[config.mk]
export PLATFORM = sky130hd
export DESIGN_NAME = safe_countdown
export DESIGN_NICKNAME = d
export VERILOG_FILES = /design/src/rtl/safe_countdown.sv
export SDC_FILE = /design/constraint.sdc
export NUM_CORES = 1
export LEC_CHECK = 0
export BUFFER_PORTS_ARGS = -buffer_cell sky130_fd_sc_hd__buf_2
export CAP_MARGIN = 5
export CORE_AREA = 2 2 39 41
export DETAILED_ROUTE_END_ITERATION = 8
export DIE_AREA = 0 0 41 43
export SLEW_MARGIN = 30
export SYNTH_ARGS = -nofsm -noshare
export SYNTH_HDL_FRONTEND = slang
export SYNTH_SLANG_ARGS = --single-unit
[constraint.sdc]
create_clock -name clk -period 2 [get_ports clk]
set_clock_uncertainty 0.1 [all_clocks]
set_input_delay 0.6 -clock clk [delete_from_list [all_inputs] [get_ports clk]]
set_output_delay 0.6 -clock clk [all_outputs]
set_load 0.02 [all_outputs]
[src/rtl/safe_countdown.sv]
// Loadable down-counter shared by the unlock and lockout timers; holds at zero.
module safe_countdown #(
  parameter int W = 8
) (
  input  logic         clk,
  input  logic         rst,
  input  logic         load,
  input  logic [W-1:0] load_value,
  input  logic         enable,
  output logic         zero
);

  logic [W-1:0] count_q, count_d;

  always_comb begin
    count_d = count_q;
    if (load) begin
      count_d = load_value;
    end else if (enable && (count_q != '0)) begin
      count_d = count_q - W'(1);
    end
  end

  always_ff @(posedge clk or posedge rst) begin
    if (rst) begin
      count_q <= '0;
    end else begin
      count_q <= count_d;
    end
  end

  assign zero = (count_q == '0);

endmodule

-- Word level (Yosys, flattened, before mapping)
Cells that the tools add are included.
- register bits after elaboration: 8
- ROM bits: 0
- latch bits: 0
- RAM bits: 0
- input bits: 12
- output and inout bits: 1
- memories kept: 0
- logic and storage cells: 8
- $mul: 0
- shift-type cells: 0
- reduce and logical (&&, ||, !) cells: 4
- eq/ne operators: 0
- bitwise logic cells: 0
- $add $sub $neg: 1
- order comparisons: 0
- multiplexer cells: 2
- divide/modulo/power cells: 0
- operators with widths (kind ; count):
    two-way mux 8 bit ; 2
    zero test 8 bit ; 1
    nonzero test 8 bit ; 1
    subtractor 8 x 1 -> 8 bit (second input constant) ; 1
    nonzero test 2 bit ; 1
    logical AND 1 bit ; 1

-- Depth between registers and ports, before layout
- depth in word-level cells: 4
- mapped depth: 6
- gate-level depth less buffers: 6

-- Worst setup path before layout
Ideal clock, no wire load.
- path kind: register to output
- start: reg count_q[0]
- end: out zero
- data arrival time: 1.430 ns
- stages on the path, launching flop included: 5
- required time: 1.300 ns
- buffers on the path: 0
- path slack: -0.130 ns
- cells stage by stage: dfrtp_1 > inv_1 > ha_1 > or4b_4 > nor2_1
- longest elaborated chain between the ends: 1
- ends and longest elaborated chain (item ; RTL line ; RTL):
    start: declaration ; 13 ; logic [W-1:0] count_q, count_d;
    start signal: assignment ; 28 ; count_q <= count_d;
    zero test 8 bit ; 32 ; assign zero = (count_q == '0);
    end: declaration ; 10 ; output logic zero
No other way between the ends.

-- Worst setup path after layout
- start: reg count_q[1]
- end: out zero
The elaborated chain is that of the path after synthesis.

==> impl_metrics.csv <==
group,metric,value,unit
sta,worst_pin_slew,0.427,ns
cells_and_area,drive_gt1_frac,0.468,
cts,cts_tree,"yes",
synth,yosys-top-cells-area,"dfrtp_1 40%, nand2_1 6.1%, ha_1 5.1%",
global_routing,grt_pass1_vias,392,
flow_run,cap_violations,0,
route,drt_iter0_markers,2,
sta,final_hold_viol_count,0,
place,io_buffers,12,
synth,seq_area_frac_synth,0.404,
outcome,outcome,"complete, but fails checks",
hold_path,worstHoldPathType,"in2async",
cts,clk_latency,0.24,ns
cts,cts_buffers,3,
global_routing,antenna_found_initial,0,
floorplanning,die_y,43,µm
sta,finalSetupViolCount,3,
cts,clk_path_buf_depth,2,
critical_path,path_max_fanout,2,
sta,period_needed,2.25,ns
critical_path,rr_startpoint,"count_q[1]",
pwr,vdd_drop_max,355,µV
critical_path,cp_num_buf_inv,2,
critical_path,crit_path_cell_trace,"inv_2 > ha_4 > or4b_4 > nor2_4 > buf_6",
cells_and_area,final_area,733,µm²
floorplanning,io-pin-count,13,
cells_and_area,layout.cells.non_filler,95,
synth,synth_edf_count,0,
critical_path,crit_arrival,1.55,ns
floorplanning,die_x,41,µm
route,drc,0,
critical_path,max_stage_delay,0.47,ns
cts,cts-hold-fix-buffers,0,
cells_and_area,num_antenna_cells,0,
synth,synth-seq-cells,8,
outcome,failed_checks,"setup timing",
sta,fin_ws,-0.255,ns
critical_path,cp-startpoint,"count_q[1]",
sta,final_min_period_over_clock_period,1.13,
cells_and_area,top_regs,"count_q (8)",
sta,tns,-0.369,ns
cells_and_area,layout_commonest_cell,"buf_2",
synth,syn_nets,67,
sta,maxSlewViolCount,0,
critical_path,cp_top_family,"simple AND/OR/NAND/NOR gates",
cells_and_area,top_register,"count_q",
sta,hold_ws,0.184,ns
pwr,p_per_area,643,nW/µm²
cells_and_area,utilization,0.530,
sta,max_freq,443,MHz
route,viasPerCell,4.81,
cts,cts.sinks,8,
place,routabilityCongestion,0.671,
cells_and_area,largest_register_ffs,8,
critical_path,setup.worst_path.end_class,"output pin",
floorplanning,coreArea,1380,µm²
synth,synth_ff_type,"dfrtp_1",
synth,synth_top_area_cell,"dfrtp_1",
global_routing,grt_max_degree,18,
place,dp.cells,88,
global_routing,grt_pass1_wl,1.61,mm
floorplanning,start_util,0.358,
critical_path,rrSetupSlack,-0.09,ns
cts,htreeDepth,1,
cts,clkTransAtPathRegs,0.05,ns
sta,rsz0062_at_grt,"yes",
synth,yosysTopAreaCellShare,0.404,
cells_and_area,nets,95,
critical_path,path_class,"reg2out",
route,vias,457,
cells_and_area,most-common-layout-cells,"11 x buf_2, 10 x buf_4, 8 x nand2_1, 8 x dfrtp_1, 4 x o21ai_0",
critical_path,crit_required,1.30,ns
synth,async_flop_share,1.00,
route,post_drt_wl_per_cell,11.2,µm
route,firstDrtPassIters,2,
cells_and_area,area_growth,48.0,%
synth,syn_avg_cell_area,9.35,µm²
sta,relSlewSlack,0.715,
synth,synth_cells,53,
floorplanning,dieArea,1760,µm²
pwr,power_leakage,0.000325,µW
floorplanning,row_count,14,
cts,ctsRootBufferMaster,"clkbuf_4",
global_routing,grt_overflow,0,
route,detail-route-antenna-nets,0,
critical_path,worstSetupStartpointType,"register",
critical_path,cp_slowest_cell,"or4b_4",
synth,synth-warning-count,0,
synth,syn_area,495,µm²
synth,ys_types,28,
place,place_area,639,µm²
route,routed_wl,1.06,mm
global_routing,grt_usage,0.139,
-- power by group --
group | total, µW | internal (µW) | switching (µW)
sequential | 199 | 182 | 17.6
clock | 114 | 68.1 | 46.1
combinational | 158 | 86.8 | 71.2
-- cells in the mapped netlist, types with 2 or more instances --
cell type	number
o21ai_1	3
nand2_1	8
inv_1	3
xor2_1	2
xnor2_1	2
nor2_1	2
ha_1	2
o21ai_0	4
dfrtp_1	8
-- layout make-up --
cell class / count / area (µm²)
fillers: 133 / 651
multi-input cells: 41 / 315
flip-flops and latches: 8 / 200
repair buffers: 24 / 164
clock buffers: 3 / 22.5
well taps: 16 / 20.0
inverters: 3 / 11.3
-- kinds of logic (layout without fill, tap and decap cells) --
logic type,after synthesis,count (layout),synth area share
flip-flops,8,8,0.404
buffers and inverters,4,30,0.0303
adder cells (fa/ha/maj),2,2,0.0505
XOR/XNOR,4,4,0.0707
AND/OR/NAND/NOR,20,20,0.242
AO/OA/AOI/OAI,14,14,0.179
multiplexers,1,1,0.0227
-- stage by stage --
step	total power (µW)	setup slack (ns)
floorplan	274	0.0106
detailed placement	326	-0.0451
CTS	457	-0.253
global placement	324	-0.0229
finish	471	-0.255
global route	508	-0.314
-- final timing paths --
path | end | cells past startpoint
max | zero | 5
min | count_q[2] | 2
max reg2reg | count_q[1] | 8
min reg2reg | count_q[3] | 1
max in group asynchronous | count_q[0] | 2
min in group clk | count_q[3] | 1
-- per-layer routing --
| layer | GRT usage | up-vias | wire, µm |
|---|---|---|---|
| li1 | - | 247 | - |
| met1 | 0.186 | 199 | 530 |
| met2 | 0.197 | 9 | 484 |
| met3 | 0.0157 | 2 | 37 |
| met4 | 0.100 | 0 | 10 |
| met5 | 0 | - | 0 |
-- repair_timing --
item | in CTS | in global routing
pin swaps | 1 | 2
resized for setup | 5 | 6
hold endpoints to repair | 0 | 0
setup endpoints to repair | 2 | 3
setup buffers | 1 | 3
(Power assumes the default switching activity.)
